**config.mk**
```make
export PLATFORM = sky130hd
export DESIGN_NAME = riscv_core_if_fetch_queue
export DESIGN_NICKNAME = d
export VERILOG_FILES = /design/src/rtl/riscv_core_pkg.sv /design/src/rtl/riscv_core_sync_fifo.sv /design/src/rtl/riscv_core_if_fetch_queue.sv
export SDC_FILE = /design/constraint.sdc
export NUM_CORES = 1
export LEC_CHECK = 0
export ABC_AREA = 1
export CORE_MARGIN = 2
export CORE_UTILIZATION = 52
export DETAILED_ROUTE_END_ITERATION = 10
export PLACE_DENSITY_LB_ADDON = 0.08
export SLEW_MARGIN = 20
export SYNTH_ARGS = -nofsm -noshare
export SYNTH_HDL_FRONTEND = slang
export SYNTH_SLANG_ARGS = --single-unit
```
**constraint.sdc**
```tcl
create_clock -name CLK -period 10.55 [get_ports CLK]
set_clock_uncertainty 0.05 [all_clocks]
set_input_delay 3.165 -clock CLK [delete_from_list [all_inputs] [get_ports CLK]]
set_output_delay 3.165 -clock CLK [all_outputs]
set_load 0.03 [all_outputs]
```
**src/rtl/riscv_core_pkg.sv**
```systemverilog
// Shared defaults and types for the riscv_core fetch path.
// Default widths, reset PC and the {pc, instr} fetch queue entry layout.
package riscv_core_pkg;

  localparam int XLEN_DEFAULT = 32;
  localparam int ILEN_DEFAULT = 32;
  localparam logic [XLEN_DEFAULT-1:0] RESET_PC_DEFAULT = '0;

  typedef struct packed {
    logic [XLEN_DEFAULT-1:0] pc;
    logic [ILEN_DEFAULT-1:0] instr;
  } if_entry_t;

endpackage

```
**src/rtl/riscv_core_sync_fifo.sv**
```systemverilog
// Synchronous FIFO with registered storage and an asynchronous head read.
// Power-of-two DEPTH; a separate count distinguishes full from empty.
module riscv_core_sync_fifo #(
  parameter int WIDTH = 64,
  parameter int DEPTH = 2
) (
  input  logic                     clk,
  input  logic                     srst,
  input  logic                     push,
  input  logic                     pop,
  input  logic                     clr,
  input  logic [WIDTH-1:0]         din,
  output logic [WIDTH-1:0]         dout,
  output logic                     full,
  output logic                     empty,
  output logic [$clog2(DEPTH):0]   count
);

  localparam int AW = $clog2(DEPTH);

  logic [WIDTH-1:0] mem [DEPTH];
  logic [AW-1:0]    rd_ptr_reg;
  logic [AW-1:0]    wr_ptr_reg;
  logic [AW:0]      count_reg;

  // Storage carries no reset; stale words are unreachable once the pointers clear.
  always_ff @(posedge clk) begin
    if (push) begin
      mem[wr_ptr_reg] <= din;
    end
  end

  always_ff @(posedge clk) begin
    if (srst || clr) begin
      rd_ptr_reg <= '0;
      wr_ptr_reg <= '0;
      count_reg  <= '0;
    end else begin
      if (push) wr_ptr_reg <= wr_ptr_reg + 1'b1;
      if (pop)  rd_ptr_reg <= rd_ptr_reg + 1'b1;
      case ({push, pop})
        2'b10:   count_reg <= count_reg + 1'b1;
        2'b01:   count_reg <= count_reg - 1'b1;
        default: count_reg <= count_reg;
      endcase
    end
  end

  assign dout  = mem[rd_ptr_reg];
  assign full  = (count_reg == (AW+1)'(DEPTH));
  assign empty = (count_reg == '0);
  assign count = count_reg;

endmodule

```
**src/rtl/riscv_core_if_fetch_queue.sv**
```systemverilog
// IF->ID boundary: fetch PC register feeding a DEPTH-entry {pc, instr} queue
// with valid/ready handshake, stall buffering and flush/redirect.
module riscv_core_if_fetch_queue
  import riscv_core_pkg::*;
#(
  parameter int              XLEN     = XLEN_DEFAULT,
  parameter int              ILEN     = ILEN_DEFAULT,
  parameter int              DEPTH    = 2,
  parameter logic [XLEN-1:0] RESET_PC = XLEN'(RESET_PC_DEFAULT)
) (
  input  logic                     CLK,
  input  logic                     RST,
  input  logic                     ACT,
  input  logic [XLEN-1:0]          s_if_pcin_Q,
  input  logic                     s_id_clear_Q,
  input  logic                     s_id_stall_Q,
  input  logic                     fetch_valid,
  input  logic [ILEN-1:0]          fetch_instr,
  output logic [XLEN-1:0]          r_pc_Q,
  output logic                     fetch_ready,
  output logic                     id_valid,
  output logic [XLEN-1:0]          id_pc,
  output logic [ILEN-1:0]          id_instr,
  output logic                     id_clear,
  output logic [$clog2(DEPTH):0]   occupancy
);

  typedef struct packed {
    logic [XLEN-1:0] pc;
    logic [ILEN-1:0] instr;
  } entry_t;

  logic            flush;
  logic            deq;
  logic            enq;
  logic            full;
  logic            empty;
  entry_t          wr_entry;
  entry_t          head_entry;
  logic [XLEN-1:0] r_pc_reg;
  logic            id_clear_reg;

  assign flush       = s_id_clear_Q;
  assign deq         = id_valid && !s_id_stall_Q;
  assign fetch_ready = !full || deq;
  assign enq         = ACT && fetch_valid && fetch_ready && !flush;

  assign wr_entry.pc    = r_pc_reg;
  assign wr_entry.instr = fetch_instr;

  riscv_core_sync_fifo #(
    .WIDTH ($bits(entry_t)),
    .DEPTH (DEPTH)
  ) u_fifo (
    .clk   (CLK),
    .srst  (RST),
    .push  (enq),
    .pop   (deq && !flush),
    .clr   (flush),
    .din   (wr_entry),
    .dout  (head_entry),
    .full  (full),
    .empty (empty),
    .count (occupancy)
  );

  // The PC only advances when the fetch at r_pc was accepted, or on a redirect.
  always_ff @(posedge CLK) begin
    if (RST) begin
      r_pc_reg     <= RESET_PC;
      id_clear_reg <= 1'b0;
    end else begin
      id_clear_reg <= flush;
      if ((flush && ACT) || enq) begin
        r_pc_reg <= s_if_pcin_Q;
      end
    end
  end

  assign r_pc_Q   = r_pc_reg;
  assign id_clear = id_clear_reg;
  assign id_valid = !empty;
  assign id_pc    = id_valid ? head_entry.pc    : '0;
  assign id_instr = id_valid ? head_entry.instr : '0;

endmodule

```
==> results.py <==
metrics = {
    "status": {
        "outcome": "finished clean",
    },
    "floorplanning": {
        "chipHeight_um": 116.0,
        "dieArea_um2": 13460,
        "core_um2": 12110,
        "die-width_um": 116.0,
        "ios": 171,
        "initial_core_util": 0.5387,
        "rows": 40,
    },
    "sta": {
        "slew_viol_final": 0,
        "fmax_mhz": 131.9,
        "fin_setup_tns_ns": 0,
        "fin_crit_sh": 0.7187,
        "setup_ws_ns": 2.968,
        "rsz0062_at_grt": "false",
        "worstMarginPinSlew_ns": 1.063,
        "relSlewSlack": 0.2907,
        "post-route-min-period_ns": 7.582,
        "hold_violations": 0,
        "setup_viol": 0,
    },
    "final_layout": {
        "final_cell_count_no_fill": 929,
        "antenna_cells": 0,
        "drive_above_1_share": 0.08016,
        "design_area_um2": 8887,
        "area_delta_synth_final_pct": 36.20,
        "final_cell_mix": "clkdlybuf4s50_1, nand2_1, edfxtp_1",
        "nNetsFinal": 820,
        "layout_commonest_cell": "clkdlybuf4s50_1",
        "largest_register_ffs": 128,
    },
    "clock_network": {
        "ctsHoldBuffers": 0,
        "cts_resized": 0,
        "cts_setup_buffers": 0,
        "cts-root-buf": "clkbuf_16",
        "cts.sinks": 166,
        "cts_buffer_depth": 2,
        "cts.htree.levels": 4,
        "worstSkewPairLatency_ns": 0.41,
        "clk_pin_slew_ns": 0.06,
        "cts_buffers": 17,
        "cts_tree": "yes",
    },
    "placed_design": {
        "dpl_cell_area_um2": 8299,
        "port_buffers": 170,
        "dp_slack_ns": 2.970,
        "dp_hpwl_um": 8686,
        "place.gp.congestion": 0.8015,
        "dpl.cell_count": 898,
    },
    "power_and_ir_drop": {
        "switching_share": 0.2217,
        "p_int_mw": 1.160,
        "p_per_area_nw_per_um2": 167.7,
        "p_leak_nw": 3.273,
        "p_sw_uw": 330.4,
        "p_clk_frac": 0.410,
        "total_power_mw": 1.491,
        "p_seq_frac": 0.496,
        "power_frac_comb": 0.094,
        "max-vdd-ir-drop_mv": 0.09180,
    },
    "setup_path": {
        "crit_type": "in2out",
        "cp_cell_sequence": "clkdlybuf4s50_1 -> nand3_2 -> clkdlybuf4s50_1",
        "worstReg2RegEnd": "u_fifo.mem[1][0]$_DFFE_PP_",
        "crit_path_start_kind": "input pin",
        "max_stage_delay_ns": 0.67,
        "reg2reg_depth": 6,
        "rrSetupSlack_ns": 7.99,
        "reg2reg_from": "u_fifo.count[0]$_SDFFE_PP0P_",
        "critical_path_arrival_ns": 4.37,
        "crit_fanout": 2,
        "crit_required_ns": 7.34,
        "path_common_cell": "clkdlybuf4s50_1",
        "cp_slowest_cell": "clkdlybuf4s50_1",
        "endpoint_kind": "output pin",
    },
    "min_path": {
        "min_from": "r_pc_Q[10]$_SDFFE_PP0P_",
        "hold_path_depth": 0,
        "hold_end": "u_fifo.mem[0][42]$_DFFE_PP_",
        "hp-class": "reg2reg",
    },
    "logic_synthesis": {
        "synth_fp_nets": 661,
        "ys_types": 18,
        "syn_area_per_cell_um2": 11.06,
        "netlist_area_um2": 6525,
        "seq_area_frac_synth": 0.7057,
        "yosys_warnings": 0,
        "syn_inst": 590,
        "synth-seq-cells": 166,
    },
    "grt": {
        "globalRouteTotalUtil": 0.2170,
        "grt_pass1_vias": 4581,
        "antenna_found_initial": 0,
        "grt_max_degree": 69,
        "overflow": 0,
        "grt_pass1_wl_um": 22180,
    },
    "route": {
        "vias_per_cell": 5.067,
        "wirelength_um": 14750,
        "drc": 0,
        "routedWlPerCell_um": 15.88,
        "antenna_left": 0,
        "drt_first_pass_iters": 4,
        "num_vias": 4707,
        "drt_iter0_markers": 371,
    },
    "run": {
        "cap_violations": 0,
    },
}
worst max path at each step:
stage / startpoint / slack [ns] / cells past startpoint / to
floorplan: s_id_stall_Q / 3.69 / 4 / u_fifo.mem[1][0]$_DFFE_PP_
global placement: s_id_stall_Q / 2.97 / 3 / fetch_ready
detailed placement: s_id_stall_Q / 2.97 / 3 / fetch_ready
CTS: s_id_stall_Q / 2.96 / 3 / fetch_ready
global route: s_id_stall_Q / 2.93 / 3 / fetch_ready
finish: s_id_stall_Q / 2.97 / 3 / fetch_ready
Yosys cell counts (all sizes together):
| master | n | share of area |
|---|---|---|
| nand3 | 34 | 0.027 |
| buf | 26 | 0.025 |
| ha | 1 | 0.0019 |
| a21oi | 100 | 0.088 |
| clkbuf | 9 | 0.0052 |
| inv | 41 | 0.024 |
| dfxtp | 38 | 0.12 |
| nor2 | 42 | 0.024 |
| nand2 | 169 | 0.098 |
| o21ai | 2 | 0.0015 |
| edfxtp | 128 | 0.59 |
layer usage:
metal / global-route usage / part of all wire / up-vias
li1: - / - / 2306
met1: 0.2549 / 0.39 / 2232
met2: 0.3731 / 0.52 / 151
met3: 0.07636 / 0.075 / 18
met4: 0.07381 / 0.015 / 0
met5: 0 / 0 / -
power by group through the flow:
stage | Combinational [mW] | Sequential [mW] | Clock [mW]
2_1_floorplan | 0.0530 | 0.771 | 0
3_3_place_gp | 0.137 | 0.751 | 0
3_5_place_dp | 0.140 | 0.753 | 0
4_1_cts | 0.141 | 0.739 | 0.622
5_1_grt | 0.150 | 0.741 | 0.647
6_report | 0.140 | 0.739 | 0.612
cell type report:
class                           count  area [µm²]
Clock inverter                     12       155.1
Multi-Input combinational cell    348        1585
Fill cell                         859        3224
Clock buffer                       19       432.9
Timing Repair Buffer              175        1739
Sequential cell                   166        4606
Tap cell                          168       210.2
Inverter                           41       158.9
kinds of logic (layout without fill, tap and decap cells):
family / count (synthesis) / after routing / synth area share
simple gates: 245 / 245 / 0.1490
flops: 166 / 166 / 0.7057
compound gates: 102 / 102 / 0.08974
buf+inv: 76 / 247 / 0.05369
fa+ha+maj: 1 / 1 / 0.001917
critical path, delay by kind of cell:
kind	cells	cell delay (ns)
simple gates	1	0.10
buf+inv	2	1.10
metrics by stage:
| step | util | hold WS, ns |
|---|---|---|
| 2_1_floorplan | - | 0.3974 |
| 3_3_place_gp | 0.6848 | 0.4096 |
| 6_report | 0.7338 | 0.4324 |
| 4_1_cts | 0.7338 | 0.4303 |
| 5_1_grt | 0.7338 | 0.4394 |
| 3_5_place_dp | 0.6852 | 0.4142 |
Note: power is estimated with default switching activity, not from simulation.
